--- src/rtl/fetch_sequencer.sv ---
// Instruction-fetch sequencer: owns the PC, drives a synchronous instruction RAM and
// arbitrates it with a program loader. Define FETCH_PERF_EN to add saturating perf counters.
module fetch_sequencer #(
  parameter int unsigned ADDR_W = 4,
  parameter int unsigned DATA_W = 32
) (
  input  logic              clk_i,
  input  logic              reset_i,
  input  logic              run_i,
  input  logic              stall_i,
  input  logic              jump_en_i,
  input  logic [ADDR_W-1:0] jump_addr_i,
  input  logic              branch_en_i,
  input  logic [ADDR_W-1:0] branch_addr_i,
  input  logic              load_req_i,
  input  logic [ADDR_W-1:0] load_addr_i,
  input  logic [DATA_W-1:0] load_data_i,
  output logic              load_ack_o,
  output logic [ADDR_W-1:0] ram_addr_o,
  output logic              ram_we_o,
  output logic              ram_re_o,
  output logic [DATA_W-1:0] ram_din_o,
  input  logic [DATA_W-1:0] ram_dout_i,
  output logic [DATA_W-1:0] instr_o,
  output logic [ADDR_W-1:0] pc_out_o,
  output logic [ADDR_W-1:0] pc_plus1_o,
`ifdef FETCH_PERF_EN
  output logic [15:0]       fetch_count_o,
  output logic [15:0]       redirect_count_o,
`endif
  output logic              instr_valid_o
);

  typedef enum logic [1:0] {StIdle, StLoad, StFetch} state_e;

  state_e            state_q, state_d;
  logic [ADDR_W-1:0] pc_q, pc_d;
  logic [ADDR_W-1:0] pc_out_q, pc_out_d;
  logic [ADDR_W-1:0] pc_plus1_q, pc_plus1_d;
  logic              valid_q, valid_d;
  logic              take_q, take_d;
  logic [DATA_W-1:0] hold_q;
  logic [ADDR_W-1:0] ld_addr_q, ld_addr_d;
  logic [DATA_W-1:0] ld_data_q, ld_data_d;
  logic              redirect;
  logic [ADDR_W-1:0] redirect_addr;

  // A read issued last cycle and not stalled lands now; otherwise replay the held word.
  assign instr_o       = take_q ? ram_dout_i : hold_q;
  assign pc_out_o      = pc_out_q;
  assign pc_plus1_o    = pc_plus1_q;
  assign instr_valid_o = valid_q;

  always_comb begin
    state_d       = state_q;
    pc_d          = pc_q;
    pc_out_d      = pc_out_q;
    pc_plus1_d    = pc_plus1_q;
    valid_d       = valid_q;
    take_d        = 1'b0;
    ld_addr_d     = ld_addr_q;
    ld_data_d     = ld_data_q;
    redirect      = 1'b0;
    redirect_addr = branch_en_i ? branch_addr_i : jump_addr_i;
    ram_re_o      = 1'b0;
    ram_we_o      = 1'b0;
    load_ack_o    = 1'b0;
    ram_addr_o    = pc_q;
    ram_din_o     = '0;

    unique case (state_q)
      StIdle: begin
        valid_d = 1'b0;
        if (load_req_i) begin
          ld_addr_d = load_addr_i;
          ld_data_d = load_data_i;
          state_d   = StLoad;
        end else if (run_i) begin
          state_d = StFetch;
        end
      end
      StLoad: begin
        // Gating with reset aborts a write caught by reset in this cycle.
        ram_we_o   = ~reset_i;
        load_ack_o = ~reset_i;
        ram_addr_o = ld_addr_q;
        ram_din_o  = ld_data_q;
        valid_d    = 1'b0;
        state_d    = StIdle;
      end
      StFetch: begin
        ram_re_o = 1'b1;
        take_d   = ~stall_i;
        redirect = branch_en_i | jump_en_i;
        if (redirect) begin
          pc_d = redirect_addr;
        end
        if (!run_i) begin
          // PC stays on the discarded address so a restart refetches it.
          state_d = StIdle;
          valid_d = 1'b0;
        end else if (redirect) begin
          valid_d = 1'b0;
        end else if (!stall_i) begin
          valid_d    = 1'b1;
          pc_out_d   = pc_q;
          pc_plus1_d = pc_q + ADDR_W'(1);
          pc_d       = pc_q + ADDR_W'(1);
        end
      end
      default: state_d = StIdle;
    endcase
  end

  always_ff @(posedge clk_i) begin
    if (reset_i) begin
      state_q    <= StIdle;
      pc_q       <= '0;
      pc_out_q   <= '0;
      pc_plus1_q <= '0;
      valid_q    <= 1'b0;
      take_q     <= 1'b0;
      hold_q     <= '0;
      ld_addr_q  <= '0;
      ld_data_q  <= '0;
    end else begin
      state_q    <= state_d;
      pc_q       <= pc_d;
      pc_out_q   <= pc_out_d;
      pc_plus1_q <= pc_plus1_d;
      valid_q    <= valid_d;
      take_q     <= take_d;
      hold_q     <= instr_o;
      ld_addr_q  <= ld_addr_d;
      ld_data_q  <= ld_data_d;
    end
  end

`ifdef FETCH_PERF_EN
  logic [15:0] fetch_cnt_q, redir_cnt_q;

  assign fetch_count_o    = fetch_cnt_q;
  assign redirect_count_o = redir_cnt_q;

  always_ff @(posedge clk_i) begin
    if (reset_i) begin
      fetch_cnt_q <= '0;
      redir_cnt_q <= '0;
    end else begin
      if (valid_q && !stall_i && fetch_cnt_q != 16'hFFFF) begin
        fetch_cnt_q <= fetch_cnt_q + 16'd1;
      end
      if (redirect && redir_cnt_q != 16'hFFFF) begin
        redir_cnt_q <= redir_cnt_q + 16'd1;
      end
    end
  end
`endif

endmodule

--- config.mk ---
export PLATFORM = sky130hd
export DESIGN_NAME = fetch_sequencer
export DESIGN_NICKNAME = d
export VERILOG_FILES = /design/src/rtl/fetch_sequencer.sv
export SDC_FILE = /design/constraint.sdc
export NUM_CORES = 1
export LEC_CHECK = 0
export ABC_CLOCK_PERIOD_IN_PS = 1410
export BUFFER_PORTS_ARGS = -buffer_cell sky130_fd_sc_hd__buf_2
export CORE_ASPECT_RATIO = 0.8
export CORE_UTILIZATION = 42
export DETAILED_ROUTE_END_ITERATION = 10
export HOLD_SLACK_MARGIN = 0.03
export PLACE_DENSITY = 0.79
export SYNTH_ARGS = -nofsm -noshare
export SYNTH_HDL_FRONTEND = slang
export SYNTH_SLANG_ARGS = --single-unit
--- constraint.sdc ---
create_clock -name clk_i -period 1.41 [get_ports clk_i]
set_input_delay 0.282 -clock clk_i [delete_from_list [all_inputs] [get_ports clk_i]]
set_output_delay 0.282 -clock clk_i [all_outputs]
set_load 0.01 [all_outputs]
== Yosys cells after proc, flatten, opt, wreduce, memory -nomap -nowiden ==
Cells that the tools add are included.

* Input bits: 83
* Bits in registers: 84
* Logic and storage cells: 46
* Output and inout bits: 80

* Reduce and logical (&&, ||, !) cells: 8
* Equality and inequality tests: 5
* Muxes and demuxes: 18
* Bitwise logic cells: 5
* $add $sub $neg: 1

{| class="wikitable"
|+ Operators with widths
! operator !! number
|-
| two-way mux 32 bit || 2
|-
| two-way mux 4 bit || 6
|-
| two-way mux 2 bit || 3
|-
| AND reduction 2 bit || 3
|-
| two-way mux 1 bit || 5
|-
| adder 4 x 1 -> 4 bit, second input constant || 1
|-
| inequality test 4 bit, second input constant || 1
|-
| NOT 1 bit || 4
|-
| case mux 2 bit (2 select lines) || 1
|-
| AND reduction 4 bit || 1
|-
| OR reduction 2 bit || 2
|-
| inequality test 3 bit, second input constant || 1
|-
| equality test 2 x 1 -> 1 bit, second input constant || 1
|-
| equality test 2 bit, second input constant || 1
|-
| zero test 2 bit || 1
|-
| inequality test 2 bit, second input constant || 1
|-
| case mux 1 bit (2 select lines) || 1
|-
| nonzero test 2 bit || 1
|-
| OR 1 bit || 1
|}

== Depth between registers and ports, before layout ==
Gate-level depths: netlist of the first run.

* Depth in word-level cells: 5
* Gate-level depth with buffers: 6
* Gate-level depth less buffers: 4

== Worst setup path before layout of the first run ==
Ideal clock, no wire load.

* Kind: register to output
* Start point: register state_q[0]
* End point: output port ram_we_o
* Path slack: -123 ps
* Cell stages (with the launch flop): 5
* Arrival: 1,251 ps
* Cells stage by stage: dfxtp_1 nor2b_1 clkbuf_1 nor2b_1 buf_4

* Longest elaborated chain between the ends: 2

{| class="wikitable"
|+ Ends and longest elaborated chain
! item !! line !! source
|-
| start: declaration || 36 || <nowiki>state_e state_q, state_d;</nowiki>
|-
| start signal: assignment || 117 || <nowiki>state_q <= StIdle;</nowiki>
|-
| start signal: assignment || 127 || <nowiki>state_q <= state_d;</nowiki>
|-
| equality test 2 x 1 -> 1 bit || -- ||
|-
| two-way mux 1 bit || -- ||
|-
| end: declaration || 20 || <nowiki>output logic ram_we_o,</nowiki>
|}

Every way passes these cells.

== Final worst setup path of the first run ==
* Start point: register take_q
* End point: output port instr_o[17]

* Longest elaborated chain between the ends: 1

{| class="wikitable"
|+ Ends and longest elaborated chain
! item !! line !! source
|-
| start: declaration || 41 || <nowiki>logic take_q, take_d;</nowiki>
|-
| start signal: assignment || 132 || <nowiki>take_q <= take_d;</nowiki>
|-
| two-way mux 32 bit || 49 || <nowiki>assign instr_o = take_q ? ram_dout_i : hold_q;</nowiki>
|-
| end: declaration || 24 || <nowiki>output logic [DATA_W-1:0] instr_o,</nowiki>
|}

Every way passes these cells.

==> results.cfg, run 1 <==
[cts]
cts_tree = yes
cts_max_level = 3
numClockSinks = 84
cts_root_buf = clkbuf_8
cts_buffers = 9
clockBufferDepth = 2
clock_latency_ns = 0.34
clk_pin_slew_ns = 0.09

[setup_path]
cp-startpoint = take_q
crit_path_top_delay_cell = dfxtp_4
worst_setup_path_end_kind = output pin
critical_path.max_fanout = 12
cp_cell_sequence = buf_12, mux2_1, buf_2
critPathKind = flip-flop to output pin
max_stage_delay_ns = 0.42
critPathTopFamily = flip-flops
crit_arrival_ns = 1.43
r2r-start = state_q[0]
cp.buffers_inverters = 2
cp-start-kind = flip-flop
cp.required_ns = 1.13

[placement]
globalplace.congestion = 0.822
place.detailed.hpwl_mm = 6.23
portBuffers = 162
post-place-ws_ns = -0.193
placed_cells = 644

[synthesis]
synthCells = 382
yosysMostFrequentCell = dfxtp_1
synthAdderAreaFrac_pct = 0.360
syn_nets = 466
ys.flop_type = dfxtp_1
avgSynthCellArea_um2 = 9.09
synth-edff-count = 0
synthMuxAreaShare_pct = 13.1
synthXorXnorAreaFrac_pct = 0.505
yosysTopAreaCellShare_pct = 48.4
synth_common_cells = dfxtp_1 (84), nand2_1 (74), a21oi_1 (39)
ys_types = 33
ys_top_cells_by_area = dfxtp_1 (48%), mux2_1 (11%), nand2_1 (8.0%)
syn_area_um2 = 3470
yosysTopAreaCell = dfxtp_1
yosys_warnings = 0
synth-seq-cells = 84
synthArstFlopShare_pct = 0
synth-simple-area-share_pct = 26.1
synth_compound_area_share_pct = 7.82
synth_top_family_by_area = simple AND/OR/NAND/NOR gates
synth.yosys.seq_area_share_pct = 48.4

[final_layout]
n_antenna_cell = 0
drive_above_1_share_pct = 46.7
fin_nets = 636
utilization_pct = 65.8
fillers = 648
syn_to_final_growth_pct = 51.2
finalNonFillerCells = 665

[floorplanning]
initial_core_util_pct = 43.5
die_area_um2 = 8640
die_h_um = 83.3
pin_count = 163
fp-row-count = 29
core-area_um2 = 7980
die_w_um = 104

[sta]
finalSetupViolCount = 71
fin_crit_sh_pct = 121
hold_ws_ns = 0.169
max_slew_margin_pct = 76.4
rsz0062_at_grt = true
fin_ws_ns = -0.297
drv_slew = 0
fin_crit_ns = 1.71
hold_viol_final = 0
tightest_slew_ns = 0.353
fmax_mhz = 586
fin_skew_ns = 0.00605

[power_and_ir_drop]
ir_worst_vdd_v = 0.000607
power_density_nw_per_um2 = 1030
power_mw = 5.43
power_leakage_nw = 2.47

[detailed_routing]
wl_mm = 9.66
drcViolationCount = 0
via_per_inst = 4.80
vias = 3194
postRouteAntennaNets = 0
dr.pass1.iters = 4
dr.first_iter.drc_count = 115
post_drt_wl_per_cell_um = 14.5

[global_routing]
grt_pass1_wl_mm = 14.8
antenna_found_initial = 0
grtUsageTotal_pct = 21.4
grt_max_degree = 38
grt_pass1_vias = 3087
overflow = 0

[hold_path]
min_from = load_data_i[30]
hp-class = input pin to flip-flop

[job]
cap_violations = 0

[outcome]
violations = setup timing
status = finished, violations left
-- stage by stage --
stage	cell area, um^2	TNS, ns
after floorplan	3480	-0.311
after CTS	5040	-19.13
after global routing	5250	-22.20
after global placement	4510	-1.20
after detailed placement	4510	-1.65
final	5250	-17.32
-- path summary, 6_finish.rpt --
path | end | slack, ns | depth (start not counted)
max | instr_o[17] | -0.30 | 3
min | ld_data_q[30] | 0.17 | 3
max reg2reg | pc_out_o[1] | 0.05 | 5
min reg2reg | ld_data_q[10] | 0.45 | 2
-- final cells by class --
class / count / area [um^2] / area share [%]
well taps: 108 / 135 / 2.57
clock buffers: 9 / 124 / 2.36
inverters: 3 / 11.3 / 0.215
clock inverters: 7 / 146 / 2.79
flip-flops and latches: 84 / 1690 / 32.2
repair buffers: 186 / 1330 / 25.3
multi-input cells: 268 / 1820 / 34.6
-- placed cells by master, fill, tap and decap left out, types with 2 or more instances in the layout --
master     synthesis  final
clkbuf_8           0      9
a211oi_1           2      2
nor3_1             3      3
inv_6              0      2
mux2_1            35      5
and2_1            32     22
buf_12             0      5
nand2b_1           4      3
nor4b_1            2      2
buf_6              1     38
mux2i_1            6      6
bufinv_16          0      4
and2_4             0     10
o221ai_1           2      2
dfxtp_1           84     79
buf_2              5    128
mux2_4             0     26
nand3_1            4      4
nand2_1           74     73
xor2_1             2      2
nor2b_2            0      2
buf_4              1     12
nor2_1            15     15
dfxtp_2            0      4
or2b_1             2      2
inv_2              2      2
a21oi_1           39     38
nor2b_1           36     33
mux2_2             0      4
-- cells by family (layout without fill, tap and decap cells) --
group	Yosys count	in the layout
AND/OR/NAND/NOR	176	176
flip-flops	84	84
AO/OA/AOI/OAI	48	48
multiplexers	41	41
buffers and inverters	30	205
XOR/XNOR	2	2
adder cells (fa/ha/maj)	1	1
-- per-layer routing --
metal / global-route usage, % / vias up / wire, um
met1: 26.0 / 1493 / 4210
li1: - / 1585 / -
met3: 5.10 / 10 / 406
met5: 0 / - / 0
met2: 36.8 / 106 / 4900
met4: 8.44 / 0 / 144
-- registers in the layout, summed over array words and instances, names as in the netlist --
name / cells
hold_q: 32
ld_data_q: 32
pc_plus1_o: 4
pc_q: 4
state_q: 2
pc_out_o: 4
take_q: 1
instr_valid_o: 1
ld_addr_q: 4
-- power breakdown --
group	total (mW)	internal, mW	switching, mW
combinational	0.665	0.342	0.323
sequential	2.51	2.46	0.0504
clock	2.26	1.37	0.886
total	5.43	4.17	1.26
-- what timing repair did --
item                                    in CTS  in global routing
setup buffers                                3                  0
hold buffers                                 0                  0
gates resized for setup                     49                 50
endpoints found under the setup margin      76                 74
pin swaps                                    0                  5
cloned                                       1                  1
-- worst min-delay path, cell delays in order --
cell and delay, ns:
buf_2 0.09, nand2_1 0.04, a21oi_1 0.05
(Power assumes the default switching activity.)
==> run 2: changes to the inputs <==
--- a/config.mk
+++ b/config.mk
@@ -12,6 +12,7 @@
 export DETAILED_ROUTE_END_ITERATION = 10
 export HOLD_SLACK_MARGIN = 0.03
 export PLACE_DENSITY = 0.79
+export SETUP_SLACK_MARGIN = 0.3
 export SYNTH_ARGS = -nofsm -noshare
 export SYNTH_HDL_FRONTEND = slang
 export SYNTH_SLANG_ARGS = --single-unit
==> run 2 against run 1 <==
Net effect: the flow still finishes with violations (setup timing); count of clock-buffer cells in the layout up 2; worst setup slack improved by 0.0098 ns; hold slack worse by 0.0020 ns; via count is 12% higher; core utilization up 15 points; total power rose by 3.7%; critical endpoint is now instr_o[15].
==> results.cfg, run 2 (synthesis results as in run 1) <==
[outcome]
status = finished, violations left
violations = setup timing

[sta]
fmax_mhz = 589
drv_slew = 0
fin_crit_ns = 1.70
hold_viol_final = 0
hold_ws_ns = 0.167
fin_tns_setup_ns = -17.90
rsz0062_at_grt = true
fin_skew_ns = 0.0121
fin_crit_sh_pct = 120
tightest_slew_ns = 0.361
finalSetupViolCount = 81
max_slew_margin_pct = 75.9
fin_ws_ns = -0.287

[floorplanning]
die_area_um2 = 8640
die_w_um = 104
die_h_um = 83.3
initial_core_util_pct = 43.5
fp-row-count = 29
pin_count = 163
core-area_um2 = 7980

[final_layout]
final_cell_mix = buf_2 (116), buf_6 (68), dfxtp_1 (68)
syn_to_final_growth_pct = 85.8
fin_nets = 674
n_antenna_cell = 0
utilization_pct = 80.8
drive_above_1_share_pct = 66.3
top_regs = hold_q (32), ld_data_q (32)
multiInputGateArea_um2 = 2370
fillers = 460
final_area_um2 = 6450
seqCellArea_um2 = 1710
mostFrequentLayoutCell = buf_2

[setup_path]
crit_path_top_delay_cell = dfxtp_4
r2r.worst_path.cells = 8
cp-startpoint = take_q
cp-start-kind = flip-flop
critPathKind = flip-flop to output pin
cp.required_ns = 1.13
max_stage_delay_ns = 0.44
cp.buffers_inverters = 2
r2r-start = state_q[1]
critical_path.max_fanout = 6
crit_arrival_ns = 1.42
critPathTopFamily = flip-flops
worst_setup_path_end_kind = output pin
r2r_setup_slack_ns = -0.05
r2r_end = ld_data_q[24]
cp_cell_sequence = clkbuf_16, mux2_4, buf_6

[cts]
clk_pin_slew_ns = 0.09
cts_tree = yes
cts_max_level = 3
clock_latency_ns = 0.34
cts_buffers = 9
cts_root_buf = clkbuf_8
ctsHoldBuffers = 0
clockBufferDepth = 2
numClockSinks = 84

[global_routing]
grtUsageTotal_pct = 24.4
grt_max_degree = 48
antenna_found_initial = 0
overflow = 0
grt_pass1_vias = 3395
grt_pass1_wl_mm = 16.8

[power_and_ir_drop]
power_leakage_nw = 2.95
power_mw = 5.63
power_density_nw_per_um2 = 873
ir_worst_vdd_v = 0.000604

[detailed_routing]
post_drt_wl_per_cell_um = 18.0
dr.first_iter.drc_count = 144
dr.pass1.iters = 4
wl_mm = 12.6
postRouteAntennaNets = 0
via_per_inst = 5.11
drcViolationCount = 0
vias = 3586

[placement]
globalplace.congestion = 0.824
placed_area_um2 = 4620
portBuffers = 162
place.detailed.hpwl_mm = 6.35

[hold_path]
min_from = load_data_i[17]
min_path_cells = 3
hp-class = input pin to flip-flop
holdPathEnd = ld_data_q[17]

[job]
cap_violations = 0
-- run 2: changes by cell type in the layout (fill, tap and decap cells not counted), moves of 7 or more --
cell | before | now
a21oi_1 | 38 | 5
a21oi_2 | 0 | 33
and2_1 | 22 | 30
and2_4 | 10 | 2
buf_2 | 128 | 116
buf_6 | 38 | 68
dfxtp_1 | 79 | 68
dfxtp_2 | 4 | 11
mux2_4 | 26 | 35
nand2_1 | 73 | 41
nand2_4 | 0 | 28
nor2b_1 | 33 | 17
nor2b_4 | 1 | 17
-- run 2: how the worst max path moves through the flow --
stage                          endpoint  cells past startpoint
after global placement    pc_plus1_o[0]                      5
after detailed placement        pc_q[1]                      5
after CTS                 ram_addr_o[1]                      3
after floorplan             pc_out_o[0]                      5
after global routing           ram_we_o                      5
final                       instr_o[15]                      3
-- run 2: stage by stage --
step | std cells | worst slack, ns
after floorplan | 382 | -0.0513
after global placement | 643 | -0.138
after detailed placement | 643 | -0.173
after CTS | 677 | -0.311
after global routing | 702 | -0.330
final | 702 | -0.287
-- run 2: power by group --
| part | internal [mW] | switching, mW | leakage, nW |
|---|---|---|---|
| combinational | 0.591 | 0.526 | 2.15 |
| sequential | 2.45 | 0.0562 | 0.693 |
| clock | 1.17 | 0.829 | 0.114 |
-- run 2: final cells by class --
| cell class | count | share of cell area (%) |
|---|---|---|
| multi-input combinational | 269 | 36.8 |
| clock inverter | 4 | 1.53 |
| timing repair buffer | 223 | 30.7 |
| sequential | 84 | 26.6 |
| inverter | 3 | 0.252 |
| tap | 108 | 2.10 |
| clock buffer | 11 | 2.04 |
-- run 2: per-layer routing --
metal	routed length, um	vias up	global-route usage, %
met1	5270	1713	29.6
met3	854	33	6.75
li1	-	1665	-
met2	6260	175	41.4
met4	262	0	8.70
met5	0	-	0
-- run 2: worst register-to-register path, stage by stage, from the launching register on --
cell	delay [ns]
dfxtp_4	0.36
buf_6	0.13
nor2b_4	0.12
nor2b_4	0.18
buf_8	0.16
buf_12	0.12
clkbuf_16	0.15
nand2_4	0.05
a21oi_2	0.13
-- run 2: timing repair --
action / in CTS / in global routing
cloned: 7 / 8
resized for setup: 85 / 161
setup buffers: 12 / 17
endpoints found under the setup margin: 151 / 152
pin swaps: 3 / 60
